## src/rtl/spectrum_packet_checker_axis_skid_buffer.sv

```systemverilog
// -----------------------------------------------------------------------------
// axis_skid_buffer
// Two-entry registered AXI-Stream slice. Both s_ready and all m_* outputs come
// straight from flops, so neither direction has a combinational path through
// this block. One entry is the output register, the other catches the word
// that arrives in the cycle the downstream stalls.
//
// Ports:
//   clk, rst_n         clock, asynchronous active-low reset
//   s_data/s_last      upstream payload
//   s_valid/s_ready    upstream handshake (s_ready = skid entry empty)
//   m_data/m_last      downstream payload, held stable while stalled
//   m_valid/m_ready    downstream handshake
// -----------------------------------------------------------------------------
module axis_skid_buffer #(
   parameter int DATA_W = 32
) (
   input  logic              clk,
   input  logic              rst_n,
   input  logic [DATA_W-1:0] s_data,
   input  logic              s_last,
   input  logic              s_valid,
   output logic              s_ready,
   output logic [DATA_W-1:0] m_data,
   output logic              m_last,
   output logic              m_valid,
   input  logic              m_ready
);

   logic              out_valid;
   logic [DATA_W-1:0] out_data;
   logic              out_last;
   logic              skid_valid;
   logic [DATA_W-1:0] skid_data;
   logic              skid_last;
   logic              ready_r;
   logic              in_xfer;
   logic              out_free;

   always_comb begin
      in_xfer  = s_valid && ready_r;
      // Output register can take a new word if it is empty or being drained
      out_free = !out_valid || m_ready;
   end

   always_ff @(posedge clk or negedge rst_n) begin
      if (!rst_n) begin
         out_valid  <= 1'b0;
         out_data   <= '0;
         out_last   <= 1'b0;
         skid_valid <= 1'b0;
         skid_data  <= '0;
         skid_last  <= 1'b0;
         ready_r    <= 1'b0;
      end else if (out_free) begin
         // The skid entry is older than anything on the input, so it goes first.
         // in_xfer cannot be set together with skid_valid because ready_r is low.
         if (skid_valid) begin
            out_valid  <= 1'b1;
            out_data   <= skid_data;
            out_last   <= skid_last;
            skid_valid <= 1'b0;
         end else if (in_xfer) begin
            out_valid <= 1'b1;
            out_data  <= s_data;
            out_last  <= s_last;
         end else begin
            out_valid <= 1'b0;
         end
         ready_r <= 1'b1;
      end else if (in_xfer) begin
         // Output stalled: park the word and stop accepting
         skid_valid <= 1'b1;
         skid_data  <= s_data;
         skid_last  <= s_last;
         ready_r    <= 1'b0;
      end
   end

   assign s_ready = ready_r;
   assign m_valid = out_valid;
   assign m_data  = out_data;
   assign m_last  = out_last;

endmodule

```

## config.mk

```make
export PLATFORM = sky130hd
export DESIGN_NAME = axis_skid_buffer
export DESIGN_NICKNAME = d
export VERILOG_FILES = /design/src/rtl/spectrum_packet_checker_axis_skid_buffer.sv
export SDC_FILE = /design/constraint.sdc
export NUM_CORES = 1
export LEC_CHECK = 0
export CAP_MARGIN = 10
export CORE_UTILIZATION = 25
export CTS_BUF_LIST = sky130_fd_sc_hd__clkbuf_4 sky130_fd_sc_hd__clkbuf_8
export DETAILED_ROUTE_END_ITERATION = 8
export SYNTH_ARGS = -nofsm -noshare
export SYNTH_HDL_FRONTEND = slang
export SYNTH_SLANG_ARGS = --single-unit
```

## constraint.sdc

```tcl
create_clock -name clk -period 1.6 [get_ports clk]
set_input_delay 0.4 -clock clk [delete_from_list [all_inputs] [get_ports clk]]
set_output_delay 0.4 -clock clk [all_outputs]
set_load 0.02 [all_outputs]
```

# [After elaboration in Yosys (flattened, before gate mapping)]
# Index checks and enable logic that the tools add are counted.
# Widths: inputs -> output; s select.
[word_totals] output_inout_bits=35 ff_bits=69
[classes] n_bitwise=1 mux=10 reduce_logical=7
[ops] op="$mux 32" count=2
[ops] op="$mux 1" count=8
[ops] op="$reduce_and 2->1" count=2
[ops] op="$reduce_bool 2->1" count=2
[ops] op="$logic_and 1x1->1" count=1
[ops] op="$logic_not 1->1" count=1
[ops] op="$logic_or 1x1->1" count=1
[ops] op="$not 1->1" count=1

# [Longest topological paths before layout]
[depth] depth_word=4 depth_mapped=5 mapped_depth_nobuf=3

# [Least setup slack after synthesis]
# OpenSTA, ideal clock, no wires.
[synth_path] path_kind="register to register" start="register ready_r (netlist: s_ready)" end="register out_data[0] (netlist: m_data[0])" path_stages_with_launch=5 period_less_slack_ns=1.430 t_arrival_ns=1.304 slack_ns=0.170 required_ns=1.475 setup_ns=0.125 cell_sequence="dfrtp_1 > a21oi_2 > nor2_4 > buf_6 > mux2_4"
[synth_via] elab_chain_len=3
[synth_rtl] item="start, declared" line_no="36" source="logic ready_r;"
[synth_rtl] item="start signal, assigned" line_no="54" source="ready_r <= 1'b0;"
[synth_rtl] item="start signal, assigned" line_no="70" source="ready_r <= 1'b1;"
[synth_rtl] item="start signal, assigned" line_no="76" source="ready_r <= 1'b0;"
[synth_rtl] item="$logic_and 1x1->1" line_no="41" source="in_xfer = s_valid && ready_r;"
[synth_rtl] item="$reduce_bool 2->1 (no line)"
[synth_rtl] item="$reduce_and 2->1 (no line)"
[synth_rtl] item="end signal, assigned" line_no="60" source="out_data <= skid_data;"
[synth_rtl] item="end signal, assigned" line_no="65" source="out_data <= s_data;"
[synth_rtl] item="end, declared" line_no="31" source="logic [DATA_W-1:0] out_data;"
# Every way passes these cells.
# A chain may end at the register's enable or synchronous reset.

# [Worst setup path after layout]
[layout_path] start="input port s_valid" end="register out_data[20] (netlist: m_data[20])"
[layout_via] elab_chain_len=3
[layout_rtl] item="start, declared" line_no="22" source="input logic s_valid,"
[layout_rtl] item="$logic_and 1x1->1" line_no="41"
[layout_rtl] item="$reduce_bool 2->1 (no line)"
[layout_rtl] item="$reduce_and 2->1 (no line)"
# Every way passes these cells.

==> qor.yml <==
cts_buffer_depth: 2
yosysSeqAreaShare_pct: 53.3
yosys-top-cells-area: "dfrtp_1 53%, mux2_4 28%, mux2_2 14%, buf_6 2.4%, buf_4 0.69%"
crit_cells: 5
core-area_um2: 12600
reg2reg_to: "m_data[12]"
synth.area.mux_share_pct: 41.3
fin_skew_ns: 0.00625
worst_r2r_startpoint: "s_ready"
slowest_delay_ns: 0.56
worstSkewPairLatency_ns: 0.35
die_area_um2: 13400
leakagePower_uw: 0.00198
drc_errors: 0
finalSetupTns_ns: 0
syn_area_per_cell_um2: 17.3
hold_violations: 0
timing.slew.headroom_pct: 74.0
grt_max_degree: 70
slowest_stage: "clkdlybuf4s50_1"
ys_seq_elements: 69
min_path_type: "in -> async"
vias_per_cell: 4.06
critPathBufInv: 2
fill_cells: 1270
final_antenna_net_count: 0
path_clk_slew_ns: 0.08
cts.sinks: 69
syn-cell-area_um2: 3240
fin_cells: 445
timing.final.crit_share_pct: 97.4
cts_tree: "yes"
drv_slew: 0
synth.top_cell.area_share_pct: 53.3
setup_violations: 0
dieHeight_um: 116
grt_pass1_vias: 2014
routed_wl_um: 6590
ys_types: 14
synthesis.nets: 224
outcome: "finished clean"
critPathCaptureType: "flop"
dp_cells: 429
synth_simple_gate_area_share_pct: 1.74
utilization_pct: 34.3
final_cell_mix: "68 x dfrtp_1, 60 x mux2_4, 39 x mux2_2"
peakVddDrop_mv: 0.541
drive_above_1_share_pct: 47.6
insertedDiodeCount: 0
path_delay_family: "buffers and inverters"
cp_max_fo: 18
final_common_cell: "dfrtp_1"
reg2reg_slack_ns: 0.18
drv_cap: 0
port_buffers: 71
clock.fmax_ghz: 0.642
synthAdderAreaFrac_pct: 0
grt_use_total_pct: 11.0
drtPass1Iterations: 4
cts_setup_buffers: 0
htreeDepth: 3
num_io_pins: 72
synth_top_area_cell: "dfrtp_1"
areaGrowthSynthToFinish_pct: 33.5
vias: 1805
hpwlAfterDp_um: 4240
gp_congestion: 0.647
ctsRootBufferMaster: "clkbuf_8"
grt-ovfl-total: 0
cp.required_ns: 1.84
crit_chain: "clkdlybuf4s50_1 -> a21oi_2 -> nor2_4 -> buf_12 -> mux2_2"
reg2reg_depth: 5
drt_iter0_drc: 66
cts_resized: 35
routedWlPerCell_um: 14.8
synth-compound-area-share_pct: 0.425
synth_top_family_by_area: "multiplexers"
startpoint: "s_valid"
fp.dieW_um: 116
netlist_instances: 187
cts_made_buffers: 9
crit_end: "m_data[20]"
start_util_pct: 25.7
rows: 41
rsz0062_at_grt: "no"
grt_pass1_wl_um: 10800
setup.worst_path.class: "in -> reg"
p_per_area_nw_per_um2: 1350
fin_crit_ns: 1.56
synthXorXnorAreaFrac_pct: 0
grt_antenna_before_repair: 0
start_kind: "input pin"
arrival_ns: 1.80
yosysWarnings: 0
tightest_slew_ns: 0.390
ctsHoldBuffers: 0
nets: 305
==> report_power, final <==
group	internal, µW	total (µW)	switching [µW]
Clock	598	1300	699
Sequential	2260	2540	280
Combinational	1180	2000	822
==> registers in the layout, indices dropped and copies added (netlist names) <==
register	count
skid_valid	1
skid_last	1
m_data	32
s_ready	1
skid_data	32
m_valid	1
m_last	1
==> cells by family after synthesis <==
| kind of cell | Yosys count |
|---|---|
| AO/OA/AOI/OAI | 2 |
| buffers and inverters | 11 |
| AND/OR/NAND/NOR | 6 |
| multiplexers | 99 |
| flip-flops | 69 |
==> per-stage QoR <==
stage	hold slack, ns	power (µW)	instance area (µm²)	worst slack (ns)
6_report	0.0396	5830	4330	0.0415
5_1_grt	0.0586	6180	4330	0.00121
4_1_cts	0.0395	5970	4330	0.0379
3_5_place_dp	0.441	4800	4200	-0.352
3_3_place_gp	0.443	4760	4200	-0.320
2_1_floorplan	0.104	3890	3240	0.170
==> area by class of cell <==
cell class              instances  area (µm²)  area share (%)
clock buffers                  10         138            3.18
clock inverters                 6        38.8           0.896
inverters                       1        3.75          0.0867
multi-input cells             107        1410            32.6
flip-flops and latches         69        1730            39.9
well taps                     172         215            4.97
repair buffers                 80         795            18.4
==> per-layer routing <==
layer  wire length (µm)  vias to the layer above  share of wire (%)  global-route usage (%)
met2               3230                       44                 49                    17.6
met1               2930                      929                 45                    13.4
met3                338                        8                5.1                    4.50
li1                   -                      824                  -                       -
met5                  0                        -                  0                       0
met4                 89                        0                1.4                    3.85
==> worst register-to-register path, delay by kind of cell, from the launching register on <==
kind,cells,cell delay (ns)
flops,1,0.38
mux,1,0.32
compound gates,1,0.21
buf+inv,2,0.32
simple gates,1,0.07
==> worst min path at each step <==
stage | to | startpoint | depth (start not counted)
4_1_cts | skid_data[14] | rst_n | 2
2_1_floorplan | m_data[0] | rst_n | 0
3_5_place_dp | skid_data[14] | rst_n | 2
6_report | skid_data[14] | rst_n | 2
5_1_grt | skid_data[14] | rst_n | 2
3_3_place_gp | skid_data[14] | rst_n | 2
==> cell usage after synthesis <==
cell type and number:
dfrtp_1 69, nand3_4 1, mux2_2 39, nand2b_1 1
nor2b_4 1, o21ai_0 1, buf_6 7, mux2_4 60
inv_1 1, buf_4 3, nand2_1 1, nor2_4 1
a21oi_2 1, nor2_1 1
(Power assumes the default switching activity.)
